$ cat src/rtl/spi_slave_rx.sv
// spi_slave_rx -- SPI mode 0 slave receiver (SCK idles low, MOSI sampled on
// SCK rising edge, MSB first). SCK/MOSI/CS_n are oversampled by clk through
// equal-depth synchronisers, words of DATA_WIDTH bits are deserialised and
// handed to local logic with a valid strobe. Words cut short by CS_n
// deassertion are discarded and flagged with frame_err.
//
// Optional feature macro: SPI_SLAVE_RX_ACK_EN
//   undefined : data_valid is a one-cycle pulse per word.
//   defined   : adds data_ack/overrun; data_valid holds until acknowledged,
//               words arriving while unacknowledged are dropped (overrun).
//
// Ports:
//   clk        system clock (>= 4x SCK)
//   reset      synchronous active-high reset
//   SCK        SPI clock from master (async)
//   MOSI       serial data from master (async)
//   CS_n       active-low chip select (async)
//   data_ack   (ACK_EN only) consumer accepted data_out
//   overrun    (ACK_EN only) one-cycle pulse, word dropped
//   data_out   last completed word, MSB = first bit received
//   data_valid new word available on data_out
//   busy       word partially received
//   frame_err  one-cycle pulse, word truncated by CS_n
module spi_slave_rx #(
   parameter int DATA_WIDTH  = 8,
   parameter int SYNC_STAGES = 2
) (
   input  logic                  clk,
   input  logic                  reset,
   input  logic                  SCK,
   input  logic                  MOSI,
   input  logic                  CS_n,
`ifdef SPI_SLAVE_RX_ACK_EN
   input  logic                  data_ack,
   output logic                  overrun,
`endif
   output logic [DATA_WIDTH-1:0] data_out,
   output logic                  data_valid,
   output logic                  busy,
   output logic                  frame_err
);

   localparam int            CW   = $clog2(DATA_WIDTH);
   localparam logic [CW-1:0] LAST = CW'(DATA_WIDTH - 1);

   typedef enum logic {IDLE, RECV} state_t;

   logic [SYNC_STAGES-1:0] sck_sync, mosi_sync, cs_sync;
   logic                   sck_d;
   logic                   sync_sck, sync_mosi, sync_cs_n;
   logic                   sck_rise, final_bit;

   state_t                 state;
   logic [CW-1:0]          bit_cnt;
   logic [DATA_WIDTH-1:0]  shift_reg;
   logic                   word_done;

   // All three inputs share one depth so MOSI/CS_n stay aligned with SCK.
   always_ff @(posedge clk) begin
      if (reset) begin
         sck_sync  <= '0;
         mosi_sync <= '0;
         cs_sync   <= '1;
         sck_d     <= 1'b0;
      end else begin
         sck_sync  <= {sck_sync[SYNC_STAGES-2:0], SCK};
         mosi_sync <= {mosi_sync[SYNC_STAGES-2:0], MOSI};
         cs_sync   <= {cs_sync[SYNC_STAGES-2:0], CS_n};
         sck_d     <= sck_sync[SYNC_STAGES-1];
      end
   end

   assign sync_sck  = sck_sync[SYNC_STAGES-1];
   assign sync_mosi = mosi_sync[SYNC_STAGES-1];
   assign sync_cs_n = cs_sync[SYNC_STAGES-1];
   assign sck_rise  = sync_sck & ~sck_d;
   assign final_bit = sck_rise && (bit_cnt == LAST);

   assign busy = (state == RECV) && (bit_cnt != '0);

   always_ff @(posedge clk) begin
      if (reset) begin
         state      <= IDLE;
         bit_cnt    <= '0;
         shift_reg  <= '0;
         word_done  <= 1'b0;
         data_out   <= '0;
         data_valid <= 1'b0;
         frame_err  <= 1'b0;
`ifdef SPI_SLAVE_RX_ACK_EN
         overrun    <= 1'b0;
`endif
      end else begin
         frame_err <= 1'b0;
         word_done <= 1'b0;
`ifdef SPI_SLAVE_RX_ACK_EN
         overrun   <= 1'b0;
`endif
         case (state)
            IDLE: begin
               bit_cnt <= '0;
               if (!sync_cs_n) state <= RECV;
            end
            RECV: begin
               if (sync_cs_n && !final_bit) begin
                  // Abort: partial bits are dropped, data_out untouched.
                  state     <= IDLE;
                  bit_cnt   <= '0;
                  frame_err <= (bit_cnt != '0);
               end else begin
                  // A final edge coinciding with CS_n release still completes.
                  if (sync_cs_n) state <= IDLE;
                  if (sck_rise) begin
                     shift_reg <= {shift_reg[DATA_WIDTH-2:0], sync_mosi};
                     bit_cnt   <= final_bit ? '0 : bit_cnt + 1'b1;
                     word_done <= final_bit;
                  end
               end
            end
            default: state <= IDLE;
         endcase

         // Hand-off stage one cycle after the last shift, independent of
         // state so a completion racing CS_n release is not lost.
`ifdef SPI_SLAVE_RX_ACK_EN
         if (word_done) begin
            if (data_valid && !data_ack) begin
               overrun <= 1'b1;
            end else begin
               data_out   <= shift_reg;
               data_valid <= 1'b1;
            end
         end else if (data_ack) begin
            data_valid <= 1'b0;
         end
`else
         data_valid <= word_done;
         if (word_done) data_out <= shift_reg;
`endif
      end
   end

endmodule

$ cat config.mk
export PLATFORM = sky130hd
export DESIGN_NAME = spi_slave_rx
export DESIGN_NICKNAME = d
export VERILOG_FILES = /design/src/rtl/spi_slave_rx.sv
export SDC_FILE = /design/constraint.sdc
export NUM_CORES = 1
export LEC_CHECK = 0
export BUFFER_PORTS_ARGS = -buffer_cell sky130_fd_sc_hd__buf_2
export CAP_MARGIN = 5
export CORE_MARGIN = 2
export CORE_UTILIZATION = 46
export DETAILED_ROUTE_END_ITERATION = 16
export PLACE_DENSITY = 0.69
export SETUP_SLACK_MARGIN = 0.1
export SKIP_LAST_GASP = 1
export SYNTH_ARGS = -nofsm -noshare
export SYNTH_HDL_FRONTEND = slang
export SYNTH_SLANG_ARGS = --single-unit
$ cat constraint.sdc
create_clock -name clk -period 1.7 [get_ports clk]
set_clock_uncertainty 0.2 [all_clocks]
set_input_delay 0.51 -clock clk [delete_from_list [all_inputs] [get_ports clk]]
set_output_delay 0.51 -clock clk [all_outputs]
set_load 0.05 [all_outputs]
==> qor.yml <==
die_height_um: 52.48
startpoint: "bit_cnt[0]"
setup_ws_ns: -0.1791
clk_pin_slew_ns: 0.09
drive_gt1_share_pct: 37.30
syn_area_um2: 1081
grt_max_degree: 11
grt_pass1_vias: 716
cts_tree: "built"
clkLatencyLatePin_ns: 0.32
yosys-top-cells-area: "dfxtp_1 56%, mux2i_1 15%, nor2b_1 4.1%"
vias_per_cell: 4.942
num_vias: 761
clkSinkCount: 30
grt_use_total_pct: 16.75
dieArea_um2: 2754
ctsLongestPathBuffers: 2
avgSynthCellArea_um2: 10.60
synthesis.nets: 110
leakage_nw: 0.5306
rr_startpoint: "bit_cnt[0]"
failed_checks: "negative setup slack"
antenna_found_initial: 0
cp_max_fo: 2
outcome: "finished with violations"
grt_overflow: 0
slew_viol_final: 0
io_pins: 16
worst_slew_pin_slew_ns: 0.4946
fin_nets: 133
first_pass_iters: 4
diodes: 0
yosysTopAreaCellShare_pct: 55.56
htree_levels: 2
dpl.hpwl_um: 1239
die_w_um: 52.48
post_drt_wl_per_cell_um: 12.41
final_core_util_pct: 64.42
portBuffers: 15
fin_crit_ns: 1.879
min_from: "CS_n"
end_kind: "output port"
drt_iter0_markers: 12
num_rows: 17
yosys_warnings: 0
finalPower_w: 0.001263
cts.hold.buffers_added: 0
grt_first_pass_wirelength_um: 3215
yosysSeqAreaShare_pct: 55.56
drcViolationCount: 0
wl_um: 1911
fmax_mhz: 532.2
initial_core_util_pct: 48.87
crit_type: "register to output port"
synth-seq-cells: 30
irDropWorstVdd_mv: 0.6673
worst_setup_path_start_kind: "register"
worstPathRequired_ns: 0.99
clock-root-buffer: "clkbuf_4"
path_cells: "inv_2 > ha_4 > a21boi_4 > buf_6"
synth_top_area_cell: "dfxtp_1"
rsz0062_at_grt: "true"
hold_viol: 0
slew_headroom_pct: 66.98
cp_slowest_stage_delay_ns: 0.34
finalCritPeriodShare_pct: 110.5
cpMaxStageDelayCell: "dfxtp_2"
syn_to_final_growth_pct: 31.83
p_per_area_nw_per_um2: 886.6
setup_viol: 1
hp-class: "input port to register"
arrival_ns: 1.17
cap_violations: 0
gp_congestion: 0.8175
ys_types: 21
core_um2: 2212
cts_inserted_buffers: 5
ant_nets: 0
syn_inst: 102
synthesized netlist by cell type:
master	instances
or2_2	2
nor2b_4	1
nand2b_1	1
nor3b_1	2
and3_1	1
buf_6	1
a21oi_1	2
inv_1	4
buf_2	1
nor2_1	9
a31o_1	1
ha_1	3
clkbuf_1	3
and4_1	2
or2b_1	1
a21boi_0	1
mux2i_1	16
nand2_1	10
nor2b_1	7
nand3_1	4
dfxtp_1	30
worst max-delay path, delay by kind of cell (launching register included):
| kind | cells | cell delay, ns |
|---|---|---|
| AO/OA/AOI/OAI | 1 | 0.13 |
| buffers and inverters | 2 | 0.22 |
| adder cells (fa/ha/maj) | 1 | 0.15 |
| flip-flops | 1 | 0.34 |
per-layer routing:
metal	vias to the layer above	wire length (µm)	global-route usage (%)
met5	-	0	0
met4	0	9	7.692
met3	2	100	7.714
met2	18	942	25.62
met1	350	858	19.82
li1	391	-	-
logic make-up (layout without fill, tap and decap cells):
| group | count (synthesis) | in the layout | share of synthesized area, % |
|---|---|---|---|
| fa+ha+maj | 3 | 3 | 3.473 |
| buf+inv | 9 | 32 | 3.934 |
| simple gates | 40 | 41 | 19.79 |
| compound gates | 4 | 4 | 2.431 |
| mux | 16 | 16 | 14.81 |
| flops | 30 | 30 | 55.56 |
path summary, 6_finish.rpt:
check	endpoint	depth (start not counted)	slack, ns
min reg2reg	cs_sync[1]	1	0.22
min	cs_sync[0]	2	0.17
max	busy	4	-0.18
max reg2reg	bit_cnt[1]	6	0.11
cell usage in the layout, fill, tap and decap left out, drive strengths merged:
master,count
dfxtp,30
buf,20
mux2i,16
nand2,10
nor2,9
nor2b,8
clkbuf,8
nand3,4
inv,4
ha,3
and3,2
or2,2
and4,2
nor3b,2
a21oi,2
a21boi,1
nand2b,1
or2b,1
a31o,1
where the power goes:
part	switching [W]	internal, W
Sequential	0.00000491	0.000710
Clock	0.000233	0.000282
Combinational	0.0000175	0.0000162
through the flow:
step | area (µm²) | cells | hold slack [ns] | worst slack, ns | TNS (ns)
global route | 1425 | 154 | 0.1520 | -0.2543 | -0.2543
finish | 1425 | 154 | 0.1703 | -0.1791 | -0.1791
floorplan | 1101 | 102 | 0.1895 | 0.09859 | 0
detailed placement | 1206 | 143 | 0.2023 | -0.1030 | -0.5693
CTS | 1386 | 154 | 0.1534 | -0.2212 | -0.2212
global placement | 1206 | 143 | 0.1919 | 0.006699 | 0
area by class of cell:
type	instances	area (µm²)
Tap cell	28	35.03
Multi-Input combinational cell	64	519.2
Timing Repair Buffer	20	170.2
Clock buffer	8	78.83
Fill cell	178	787.0
Sequential cell	30	606.8
Inverter	4	15.01
timing repair:
action	4_1_cts	5_1_grt
setup endpoints to repair	20	15
buffers inserted	2	0
pin swaps	3	1
cloned	1	0
gates resized for setup	22	12
Note: power is estimated with default switching activity, not from simulation.
